$ cat config.mk
export PLATFORM = sky130hd
export DESIGN_NAME = blink_sched
export DESIGN_NICKNAME = d
export VERILOG_FILES = /design/src/rtl/blink_sched_pkg.sv /design/src/rtl/blink_sched_rr_arbiter.sv /design/src/rtl/blink_sched.sv
export SDC_FILE = /design/constraint.sdc
export NUM_CORES = 1
export LEC_CHECK = 0
export BUFFER_PORTS_ARGS = -buffer_cell sky130_fd_sc_hd__buf_2
export CAP_MARGIN = 20
export CORE_MARGIN = 2
export CORE_UTILIZATION = 33
export CTS_BUF_LIST = sky130_fd_sc_hd__clkbuf_2 sky130_fd_sc_hd__clkbuf_4 sky130_fd_sc_hd__clkbuf_8
export CTS_CLUSTER_DIAMETER = 80
export DETAILED_ROUTE_END_ITERATION = 10
export RECOVER_POWER = 50
export SYNTH_ARGS = -nofsm -noshare
export SYNTH_HDL_FRONTEND = slang
export SYNTH_SLANG_ARGS = --single-unit
$ cat constraint.sdc
create_clock -name clk_i -period 3.6 [get_ports clk_i]
set_input_delay 0.72 -clock clk_i [delete_from_list [all_inputs] [get_ports clk_i]]
set_output_delay 0.72 -clock clk_i [all_outputs]
set_load 0.05 [all_outputs]
$ cat src/rtl/blink_sched_pkg.sv
// Shared types and default sizing for the blink scheduler.
package blink_sched_pkg;

    typedef enum logic [1:0] {
        IDLE = 2'd0,
        ON   = 2'd1,
        OFF  = 2'd2
    } state_t;

    localparam int DEF_NUM_REQ = 4;
    localparam int DEF_CNT_W   = 16;
    localparam int DEF_LEN_W   = 4;

endpackage

$ cat src/rtl/blink_sched_rr_arbiter.sv
// Combinational round-robin arbiter: the search starts one past ptr and wraps.
module rr_arbiter #(
    parameter int NUM_REQ = 4,
    parameter int IDX_W   = 2
) (
    input  logic [NUM_REQ-1:0] req,
    input  logic [IDX_W-1:0]   ptr,
    output logic [NUM_REQ-1:0] gnt
);

    logic             found;
    logic [IDX_W-1:0] idx;

    always_comb begin
        gnt   = '0;
        found = 1'b0;
        idx   = '0;
        for (int i = 1; i <= NUM_REQ; i++) begin
            idx = IDX_W'((int'(ptr) + i) % NUM_REQ);
            if (!found && req[idx]) begin
                gnt[idx] = 1'b1;
                found    = 1'b1;
            end
        end
    end

endmodule

$ cat src/rtl/blink_sched.sv
// Shared blink-output scheduler: round-robin grants bursts of on/off blinks.
// Optional macro BLINK_SCHED_ABORT_EN: dropping the granted request aborts the burst.
//
//   state | meaning
//   IDLE  | no burst, waiting for any request
//   ON    | blink output high for one half period
//   OFF   | blink output low for one half period; zero-length bursts pass here once
module blink_sched
    import blink_sched_pkg::*;
#(
    parameter int NUM_REQ = DEF_NUM_REQ,
    parameter int CNT_W   = DEF_CNT_W,
    parameter int LEN_W   = DEF_LEN_W
) (
    input  logic                     clk_i,
    input  logic                     rst_i,
    input  logic [NUM_REQ-1:0]       req_i,
    input  logic [NUM_REQ*LEN_W-1:0] len_i,
    input  logic [CNT_W-1:0]         half_period_i,
    output logic [NUM_REQ-1:0]       gnt_o,
    output logic                     busy_o,
    output logic                     done_o,
    output logic                     blinky_o
);

    localparam int IDX_W = (NUM_REQ > 1) ? $clog2(NUM_REQ) : 1;

    state_t             state;
    logic [IDX_W-1:0]   last_grant;
    logic [CNT_W-1:0]   phase_cnt;
    logic [CNT_W-1:0]   hp_m1;
    logic [LEN_W-1:0]   blink_cnt;

    logic [NUM_REQ-1:0] arb_gnt;
    logic [IDX_W-1:0]   arb_idx;
    logic [LEN_W-1:0]   len_sel;
    logic [CNT_W-1:0]   hp_in_m1;

    rr_arbiter #(
        .NUM_REQ (NUM_REQ),
        .IDX_W   (IDX_W)
    ) u_arb (
        .req (req_i),
        .ptr (last_grant),
        .gnt (arb_gnt)
    );

    always_comb begin
        arb_idx = '0;
        for (int i = 0; i < NUM_REQ; i++) begin
            if (arb_gnt[i]) arb_idx = IDX_W'(i);
        end
    end

    assign len_sel = len_i[arb_idx*LEN_W +: LEN_W];
    // Phase counter counts down to zero, so load half_period-1; zero behaves as one.
    assign hp_in_m1 = (half_period_i == '0) ? '0 : half_period_i - CNT_W'(1);

    always_ff @(posedge clk_i or posedge rst_i) begin
        if (rst_i) begin
            state      <= IDLE;
            last_grant <= IDX_W'(NUM_REQ - 1);
            phase_cnt  <= '0;
            hp_m1      <= '0;
            blink_cnt  <= '0;
            gnt_o      <= '0;
            busy_o     <= 1'b0;
            done_o     <= 1'b0;
            blinky_o   <= 1'b0;
        end else begin
            done_o <= 1'b0;
`ifdef BLINK_SCHED_ABORT_EN
            if (state != IDLE && !req_i[last_grant]) begin
                state     <= IDLE;
                phase_cnt <= '0;
                blink_cnt <= '0;
                gnt_o     <= '0;
                busy_o    <= 1'b0;
                blinky_o  <= 1'b0;
            end else
`endif
            begin
                case (state)
                    IDLE: begin
                        if (|req_i) begin
                            gnt_o      <= arb_gnt;
                            busy_o     <= 1'b1;
                            last_grant <= arb_idx;
                            hp_m1      <= hp_in_m1;
                            // A zero-length burst spends a single cycle in OFF, then completes.
                            if (len_sel == '0) begin
                                state     <= OFF;
                                blinky_o  <= 1'b0;
                                phase_cnt <= '0;
                                blink_cnt <= '0;
                            end else begin
                                state     <= ON;
                                blinky_o  <= 1'b1;
                                phase_cnt <= hp_in_m1;
                                blink_cnt <= len_sel;
                            end
                        end
                    end
                    ON: begin
                        if (phase_cnt == '0) begin
                            state     <= OFF;
                            blinky_o  <= 1'b0;
                            phase_cnt <= hp_m1;
                            blink_cnt <= blink_cnt - LEN_W'(1);
                        end else begin
                            phase_cnt <= phase_cnt - CNT_W'(1);
                        end
                    end
                    OFF: begin
                        if (phase_cnt == '0) begin
                            if (blink_cnt != '0) begin
                                state     <= ON;
                                blinky_o  <= 1'b1;
                                phase_cnt <= hp_m1;
                            end else begin
                                state  <= IDLE;
                                done_o <= 1'b1;
                                gnt_o  <= '0;
                                busy_o <= 1'b0;
                            end
                        end else begin
                            phase_cnt <= phase_cnt - CNT_W'(1);
                        end
                    end
                    default: begin
                        state    <= IDLE;
                        gnt_o    <= '0;
                        busy_o   <= 1'b0;
                        blinky_o <= 1'b0;
                    end
                endcase
            end
        end
    end

endmodule

==> impl_metrics.csv, run 1 <==
group,metric,value,unit
sta,fin_worst_skew,10.18,ps
floorplan,die_area,11720,um^2
finish,regArea,1179,um^2
floorplan,io_pins,45,
placement,gp_congestion,0.8698,
sta,fmax,301.2,MHz
grt,top_usage_layer,"met2",
floorplan,num_rows,38,
sta,worst_slack,280.0,ps
sta,rsz0062_at_grt,"no",
clock_network,htree_levels,2,
grt,grt_pass1_wl,14450,um
finish,drive_gt1_frac,0.1656,
logic_synthesis,ys_warn_count,0,
route,routedWlPerCell,13.91,um
pwr,powerDensity,929.5,nW/um^2
pwr,finalPower,3.770,mW
logic_synthesis,syn-num-nets,494,
logic_synthesis,avgSynthCellArea,8.156,um^2
worst_setup_path,worst-path-max-fanout,19,
pwr,vdd_drop_max,313.1,uV
grt,grt_usage,0.1522,
sta,drv_slew,0,
min_path,min-delay-start,"hp_m1[1]",
route,vias_per_cell,5.285,
logic_synthesis,syn_area,3588,um^2
logic_synthesis,synth_edf_count,0,
grt,antenna_found_initial,0,
worst_setup_path,crit_required,3760,ps
placement,dp_slack,100.4,ps
worst_setup_path,setup.worst_path.class,"reg2reg",
finish,fin_util,0.3775,
route,drt_first_iter_violations,152,
grt,grt_overflow,0,
min_path,hp-class,"reg2reg",
worst_setup_path,start_kind,"register",
logic_synthesis,netlist_instances,440,
grt,grt_use_met2,0.2700,
grt,use_met1,0.1902,
worst_setup_path,worstPathArrival,3480,ps
finish,nets,531,
floorplan,fp.coreArea,10750,um^2
floorplan,die_h,108.3,um
clock_network,root_buffer,"clkbuf_8",
sta,finalSetupViolCount,0,
logic_synthesis,ys_seq_area_frac,0.3285,
sta,finalSetupTns,0,ps
grt,met3_usage,0.02592,
route,drc,0,
route,vias,3261,
pwr,p_leak,1.748,nW
route,ant_nets,0,
placement,place_area,3919,um^2
finish,fin_area,4056,um^2
clock_network,clk_transition_reported_paths,90,ps
logic_synthesis,synth-main-ff-cell,"dfrtp_1",
job,drv_cap,0,
grt,grt_pass1_vias,3156,
clock_network,cts.sink_count,47,
grt,grt_max_degree,48,
worst_setup_path,r2r_start,"last_grant[0]",
placement,dp_cells,605,
finish,antennaDiodeCount,0,
floorplan,die_w,108.3,um
sta,tightest_slew,1321,ps
floorplan,start_util,0.3340,
clock_network,tritoncts,"built",
clock_network,cts_buffers,5,
min_path,min_path_cells,2,
sta,min_period,3320,ps
logic_synthesis,synth-async-reset-ratio,1.000,
finish,nFillCells,1168,
sta,period_share,0.9222,
finish,multi_input_area,2206,um^2
worst_setup_path,r2r_cells,11,
clock_network,cts_buffer_depth,2,
route,dr.pass1.iters,4,
finish,layout_commonest_cell,"nand2_1",
placement,port_buffers,44,
placement,dp_hpwl,6323,um
sta,hold_slack,488.2,ps
sta,slew-limit-headroom,0.1191,
finish,finalNonFillerCells,617,
clock_network,clk_latency,310,ps
finish,syn_to_final_growth,13.04,%
route,drt-total-wl,8581,um
worst_setup_path,crit_start,"last_grant[0]",
logic_synthesis,ys_seq_elements,47,
outcome,outcome,"completed",
worst_setup_path,worst_setup_path_end_kind,"register",
sta,hold_viol,0,
logic_synthesis,synth.distinct_cells,54,
finish,final_cell_mix,"nand2_1 (66), dfrtp_1 (45), o21ai_0 (42)",
[Yosys cell counts (3+ instances only)]
cell type  instances  area share
nand2_1           66       0.069
dfrtp_1           45        0.31
o21ai_0           42       0.059
a21oi_1           37       0.052
nor2_1            32       0.033
inv_1             20       0.021
o31ai_1           19       0.040
nor3_1            18       0.025
ha_1              16       0.056
clkbuf_1          15       0.016
nor4_1            13       0.023
mux2i_1           10       0.028
nand2b_1           8       0.014
buf_2              7      0.0098
nor3b_1            7       0.015
xnor2_1            6       0.015
xor2_1             6       0.015
buf_6              4       0.013
mux4_2             4       0.025
nand3_1            4      0.0056
o41ai_1            4      0.0098
a211oi_1           3      0.0063
a211oi_2           3       0.010
nor2b_1            3      0.0052
o211ai_1           3      0.0063
o21a_1             3      0.0063
o22ai_1            3      0.0052
or4_1              3      0.0063
[flip-flops by register name, summed over array words and instances, names as in the netlist]
name,flops
done_o,1
gnt_o,4
busy_o,1
blinky_o,1
hp_m1,16
blink_cnt,4
last_grant,2
state,2
phase_cnt,16
[metal layers]
layer	up-vias	wire length (um)
met1	1521	4030
li1	1668	-
met4	0	127
met2	61	4113
met5	-	0
met3	11	309
[report_power, final]
part	total, mW	internal, mW	switching (mW)
Combinational	2.38	0.937	1.44
Sequential	1.01	0.804	0.207
Clock	0.384	0.203	0.181
[area by class of cell]
| class | instances | share of cell area |
|---|---|---|
| inverters | 20 | 0.01851 |
| well taps | 140 | 0.04318 |
| flip-flops and latches | 47 | 0.2906 |
| repair buffers | 56 | 0.07773 |
| clock buffers | 5 | 0.01696 |
| multi-input cells | 347 | 0.5438 |
| clock inverters | 2 | 0.009254 |
[worst max-delay path: stages (launching register included)]
cell and delay, ps:
dfstp_2 620, inv_1 80, ha_1 400, mux4_2 430
nor3b_1 220, nand3_1 110, a21bo_2 310, mux2i_1 250
a211oi_2 120, nor4_4 360, buf_12 200, o31ai_1 90
[path summary, 6_finish.rpt]
kind,end,slack [ps]
setup / recovery,phase_cnt[2],280
hold / removal,hp_m1[1],490
setup reg to reg,phase_cnt[2],280
hold reg to reg,hp_m1[1],490
max in group asynchronous,blink_cnt[3],1290
min in group asynchronous,phase_cnt[1],590
[repair_timing]
action,in CTS,in global routing
endpoints found under the hold margin,0,0
endpoints found under the setup margin,0,19
hold buffers,0,0
gates resized for setup,0,2
setup buffers,0,4
[cell families (layout without fill, tap and decap cells)]
kind of cell,count (synthesis),count (layout),share of synthesized area
buffers and inverters,46,83,0.05892
xor gates and xnor gates,12,12,0.02929
adders and majority gates,16,16,0.05579
DFF,47,47,0.3285
AOI/OAI and AO/OA,135,135,0.2385
muxes,16,16,0.05997
and+or+nand+nor,168,168,0.2291
No activity file was read; power rests on OpenSTA's default activity.
==> run 2: changes to the inputs <==
--- a/config.mk
+++ b/config.mk
@@ -7,3 +7,3 @@
 export LEC_CHECK = 0
-export BUFFER_PORTS_ARGS = -buffer_cell sky130_fd_sc_hd__buf_2
+export BUFFER_PORTS_ARGS = -buffer_cell sky130_fd_sc_hd__buf_4
 export CAP_MARGIN = 20
@@ -17,2 +17,3 @@
 export SYNTH_HDL_FRONTEND = slang
+export SYNTH_HIERARCHICAL = 1
 export SYNTH_SLANG_ARGS = --single-unit
--- a/constraint.sdc
+++ b/constraint.sdc
@@ -3,2 +3,2 @@
 set_output_delay 0.72 -clock clk_i [all_outputs]
-set_load 0.05 [all_outputs]
+set_load 0.1 [all_outputs]
==> run 2 against run 1 <==
The flow now finishes with violations (capacitance limit, slew limit). Sequential cell count is the same. Clock power shrank 7.6%. Area after synthesis grew 6.3%. Fmax shrank 6.8%. Worst setup slack lost 240 ps. Critical path depth grew 4. First-iteration DRC count grew 68%. Sequential share of layout area shrank 4.2 points. Cell area grew 17%.
==> impl_metrics.csv, run 2 <==
group,metric,value,unit
outcome,outcome,"finished with violations",
outcome,violations,"capacitance limit, slew limit",
clock_network,clk_latency,310,ps
finish,finalNonFillerCells,634,
clock_network,cts_buffer_depth,2,
placement,gp_congestion,0.8288,
grt,grt_usage,0.1620,
floorplan,die_h,111.5,um
finish,drive_gt1_frac,0.2811,
logic_synthesis,synth-main-ff-cell,"dfrtp_1",
worst_setup_path,setup.worst_path.class,"reg2reg",
floorplan,die_area,12430,um^2
logic_synthesis,yosysMostFrequentCell,"dfrtp_1",
finish,layout_commonest_cell,"buf_4",
sta,hold_slack,374.9,ps
floorplan,die_w,111.5,um
sta,finalSetupTns,0,ps
pwr,p_sw_frac,0.4804,
pwr,p_leak,1.926,nW
clock_network,cts_buffers,5,
grt,grt_pass1_vias,3346,
finish,multi_input_area,2591,um^2
finish,nFillCells,1138,
finish,antennaDiodeCount,0,
pwr,combPwrFrac,0.692,
placement,port_buffers,44,
sta,finalSetupViolCount,0,
logic_synthesis,avgSynthCellArea,8.828,um^2
sta,slew-limit-headroom,-0.4550,
logic_synthesis,synth.area.top_cells,"dfrtp_1 (30%), ha_1 (5.2%), nand2_1 (3.7%)",
job,drv_cap,1,
sta,hold_viol,0,
logic_synthesis,netlist_instances,432,
clock_network,root_buffer,"clkbuf_8",
worst_setup_path,r2r_start,"last_grant[1]",
sta,drv_slew,41,
finish,nets,544,
grt,grt_pass1_wl,16940,um
worst_setup_path,cpPeakStageDelay,550,ps
clock_network,cts_hold_buffers,0,
pwr,switchingPower,2.218,mW
finish,fin_util,0.4173,
floorplan,start_util,0.3354,
placement,dp_slack,-209.7,ps
worst_setup_path,r2r_setup_slack,40,ps
worst_setup_path,worstPathBufferInverterCount,5,
clock_network,cts.sink_count,47,
floorplan,num_rows,39,
worst_setup_path,worstPathArrival,3810,ps
finish,biggestRegsByFlops,"hp_m1: 16 flops, phase_cnt: 16 flops",
floorplan,io_pins,45,
worst_setup_path,start_kind,"register",
min_path,hp-class,"in2async",
logic_synthesis,ys_seq_area_frac,0.3091,
logic_synthesis,synth_top_area_frac,0.2953,
route,routedWlPerCell,16.31,um
grt,grt_overflow,0,
grt,antenna_found_initial,0,
logic_synthesis,ys_seq_elements,47,
worst_setup_path,crit_required,3850,ps
sta,rsz0062_at_grt,"yes",
worst_setup_path,r2r_cells,15,
logic_synthesis,synth_commonest_cells,"dfrtp_1 (45), nand2_1 (38), inv_1 (28), o21ai_0 (23)",
finish,syn_to_final_growth,24.41,%
route,vias,3567,
route,dr.pass1.iters,5,
worst_setup_path,r2r-end,"phase_cnt[5]",
sta,fmax,280.7,MHz
pwr,powerDensity,973.0,nW/um^2
worst_setup_path,crit_family,"simple AND/OR/NAND/NOR gates",
pwr,pwr-share-clk,0.077,
route,drt_first_iter_violations,255,
logic_synthesis,synth_top_area_cell,"dfrtp_1",
logic_synthesis,ys_warn_count,6,
route,ant_nets,0,
pwr,internal_power,2.398,mW
sta,fin_worst_skew,14.80,ps
worst_setup_path,worst-path-max-fanout,8,
finish,regArea,1179,um^2
route,vias_per_cell,5.626,
route,drt-total-wl,10340,um
logic_synthesis,syn_area,3814,um^2
placement,dp_hpwl,7630,um
sta,tightest_slew,2182,ps
clock_network,htree_levels,2,
worst_setup_path,worst_setup_path_end_kind,"register",
placement,dp_cells,610,
sta,min_period,3562,ps
logic_synthesis,syn-num-nets,486,
logic_synthesis,synth-async-reset-ratio,1.000,
floorplan,fp.coreArea,11370,um^2
clock_network,tritoncts,"built",
pwr,p_seq_frac,0.231,
clock_network,clk_transition_reported_paths,110,ps
finish,final_cell_mix,"buf_4 (72), dfrtp_1 (45), nand2_1 (38)",
pwr,vdd_drop_max,651.5,uV
logic_synthesis,synth_edf_count,0,
worst_setup_path,path_cells,"inv_2, ha_4, mux4_2, nor4b_4, buf_4, nand2_1, o211ai_1, buf_6, nor3b_4, a221oi_4, buf_4, o41ai_4, buf_6, or4_1, nand3_1",
sta,worst_slack,38.09,ps
logic_synthesis,synth.distinct_cells,76,
route,drc,0,
sta,period_share,0.9894,
grt,grt_max_degree,48,
worst_setup_path,critPathSlowestCell,"dfstp_2",
## run 2: power by group through the flow
stage	Sequential, mW	Clock [mW]	Combinational, mW
floorplan	1.17	0	1.81
global placement	1.06	0	2.51
detailed placement	1.07	0	2.57
CTS	1.06	0.364	2.90
global route	1.11	0.387	3.46
finish	1.07	0.355	3.19
## run 2: kinds of logic after synthesis
logic type                 count (synthesis)  synth area share
and+or+nand+nor                          164            0.2539
AOI/OAI and AO/OA                        122            0.2307
buffers and inverters                     54           0.06233
DFF                                       47            0.3091
muxes                                     21           0.07316
adders and majority gates                 16           0.05249
xor gates and xnor gates                   8           0.01837
## run 2: layout make-up
cell class | instances | area share
multi-input cells | 331 | 0.5462
flip-flops and latches | 47 | 0.2484
repair buffers | 77 | 0.1253
well taps | 143 | 0.03771
inverters | 28 | 0.02215
clock buffers | 5 | 0.01450
clock inverters | 3 | 0.005802
## run 2: worst max-delay path by stage
stage                       start      endpoint  slack [ps]  depth (start not counted)
floorplan           last_grant[0]      state[1]          10                         12
global placement         req_i[1]  phase_cnt[1]         -70                         11
detailed placement  last_grant[1]  phase_cnt[1]        -210                         12
CTS                 last_grant[1]      state[1]         -60                         12
global route        last_grant[1]  phase_cnt[5]        -100                         15
finish              last_grant[1]  phase_cnt[5]          40                         15
## run 2: stage by stage
| stage | power (mW) | area, um^2 |
|---|---|---|
| 2_1_floorplan | 2.978 | 3814 |
| 3_3_place_gp | 3.569 | 4318 |
| 3_5_place_dp | 3.641 | 4318 |
| 4_1_cts | 4.326 | 4592 |
| 5_1_grt | 4.953 | 4745 |
| 6_report | 4.616 | 4745 |
## run 2: repair_timing
action,in CTS,in global routing
endpoints found under the hold margin,0,0
endpoints found under the setup margin,19,19
pin swaps,13,11
resized for setup,22,15
setup buffers,8,7
gates cloned,0,0
## run 2: per-layer routing
| metal | part of all wire | up-vias | GRT usage |
|---|---|---|---|
| met5 | 0 | - | 0 |
| met4 | 0.0048 | 0 | 0.01728 |
| met3 | 0.047 | 4 | 0.01960 |
| met2 | 0.47 | 102 | 0.2687 |
| met1 | 0.48 | 1721 | 0.2356 |
| li1 | - | 1740 | - |
==> run 3: changes to the inputs <==
Settings changed: RECOVER_POWER 50 to 100.
==> run 3 against run 2 <==
The run still ends with capacitance limit, slew limit left. Die area unchanged. Sequential share of layout area increased by 0.39 points. Sequential power barely moved. Global-route usage did not move. First-iteration DRC count up 0.78%. Count of clock-buffer cells in the layout did not move. Clock power hardly changed. Cell area fell by 1.6%. Hold slack about the same. Critical path type unchanged. Largest power group unchanged. Highest routed layer unchanged.
==> impl_metrics.csv, run 3 (synthesis results as in run 2) <==
group,metric,value,unit
outcome,outcome,"finished with violations",
outcome,violations,"capacitance limit, slew limit",
pwr,p_leak,1.865,nW
clock_network,tritoncts,"built",
worst_setup_path,worstPathBufferInverterCount,5,
floorplan,start_util,0.3354,
clock_network,cts_hold_buffers,0,
grt,top_usage_layer,"met2",
route,drt_first_iter_violations,257,
worst_setup_path,worst-path-max-fanout,8,
sta,slew-limit-headroom,-0.4583,
clock_network,cts_buffer_depth,2,
sta,hold_slack,375.3,ps
clock_network,cts.sink_count,47,
route,dr.pass1.iters,5,
worst_setup_path,path_cells,"inv_2, ha_4, mux4_2, nor4b_4, buf_4, nand2_1, o211ai_1, buf_6, nor3b_4, a221oi_4, buf_4, o41ai_4, buf_6, or4_1, nand3_1",
job,drv_cap,1,
placement,gp_congestion,0.8288,
grt,grt_use_met2,0.2687,
finish,nets,544,
floorplan,num_rows,39,
grt,antenna_found_initial,0,
sta,rsz0062_at_grt,"yes",
min_path,hp-class,"in2async",
route,drc,0,
sta,min_period,3556,ps
clock_network,root_buffer,"clkbuf_8",
pwr,finalPower,4.581,mW
sta,tightest_slew,2187,ps
finish,antennaDiodeCount,0,
finish,fin_util,0.4108,
route,drt-total-wl,10420,um
clock_network,clk_latency,310,ps
sta,hold_viol,0,
placement,port_buffers,44,
grt,grt_usage,0.1620,
route,ant_nets,0,
floorplan,die_area,12430,um^2
route,vias_per_cell,5.666,
worst_setup_path,worst_setup_path_end_kind,"register",
finish,layout_commonest_cell,"buf_4",
worst_setup_path,crit_family,"simple AND/OR/NAND/NOR gates",
clock_network,htree_levels,2,
sta,drv_slew,41,
placement,dp_hpwl,7630,um
sta,period_share,0.9879,
finish,final_cell_mix,"buf_4 (61), dfrtp_1 (45), nand2_1 (38)",
grt,grt_pass1_vias,3346,
clock_network,cts_buffers,5,
worst_setup_path,setup.worst_path.class,"reg2reg",
finish,syn_to_final_growth,22.47,%
grt,met3_usage,0.01960,
worst_setup_path,start_kind,"register",
grt,grt_overflow,0,
finish,biggestRegsByFlops,"hp_m1: 16 flops, phase_cnt: 16 flops",
sta,fin_worst_skew,17.24,ps
worst_setup_path,cpPeakStageDelay,550,ps
pwr,powerDensity,980.9,nW/um^2
floorplan,die_h,111.5,um
finish,drive_gt1_frac,0.2525,
worst_setup_path,critPathSlowestCell,"dfstp_2",
floorplan,io_pins,45,
grt,use_met1,0.2356,
worst_setup_path,worstPathArrival,3810,ps
pwr,vdd_drop_max,610.9,uV
route,routedWlPerCell,16.44,um
grt,grt_pass1_wl,16940,um
grt,grt_max_degree,48,
sta,finalSetupTns,0,ps
floorplan,die_w,111.5,um
sta,fmax,281.2,MHz
route,vias,3592,
clock_network,clk_transition_reported_paths,110,ps
floorplan,fp.coreArea,11370,um^2
sta,finalSetupViolCount,0,
worst_setup_path,crit_required,3850,ps
==> run 3: path summary, 6_finish.rpt <==
check / startpoint / slack, ps / endpoint / cells past startpoint
min in group clk_i: hp_m1[1] / 490 / hp_m1[1] / 2
max in group asynchronous: rst_i / 860 / phase_cnt[14] / 3
min: rst_i / 380 / gnt_o[0] / 2
min reg2reg: hp_m1[1] / 490 / hp_m1[1] / 2
max: last_grant[1] / 40 / phase_cnt[5] / 15
max reg2reg: last_grant[1] / 40 / phase_cnt[5] / 15
==> run 3: metal layers <==
metal | up-vias | routed length, um | share of wire
met2 | 83 | 4915 | 0.47
met4 | 0 | 50 | 0.0048
met1 | 1763 | 5061 | 0.49
met3 | 4 | 393 | 0.038
li1 | 1742 | - | -
met5 | - | 0 | 0
==> run 3: repair_timing <==
action                                  CTS  global route
buffers inserted                          8             7
endpoints found under the setup margin   19            19
pin swaps                                13            11
gates resized for setup                  22            15
==> run 3: area by class of cell <==
cell class / instances / area [um^2]
Inverter: 28 / 105.1
Tap cell: 143 / 178.9
Sequential cell: 47 / 1179
Clock inverter: 3 / 27.53
Clock buffer: 5 / 68.82
Multi-Input combinational cell: 331 / 2559
Fill cell: 1152 / 6699
Timing Repair Buffer: 77 / 553.0
==> run 3: worst reg2reg max path, cell delays in order, from the launching register on <==
cell and delay, ps:
dfstp_2 550, inv_2 50, ha_4 270, mux4_2 530
nor4b_4 290, buf_4 170, nand2_1 50, o211ai_1 190
buf_6 220, nor3b_4 60, a221oi_4 240, buf_4 180
o41ai_4 70, buf_6 160, or4_1 400, nand3_1 90
==> run 3: power by group <==
part           internal [mW]  switching [mW]
combinational           1.42            1.74
sequential             0.800           0.271
clock                  0.145           0.209
total                   2.36            2.22
==> run 3: stage by stage <==
step                std cells  setup WS (ps)  cell area, um^2
floorplan                 432          12.89             3814
global placement          610         -65.11             4318
detailed placement        610         -209.7             4318
CTS                       626         -55.48             4592
global route              634         -104.4             4671
finish                    634          43.66             4671
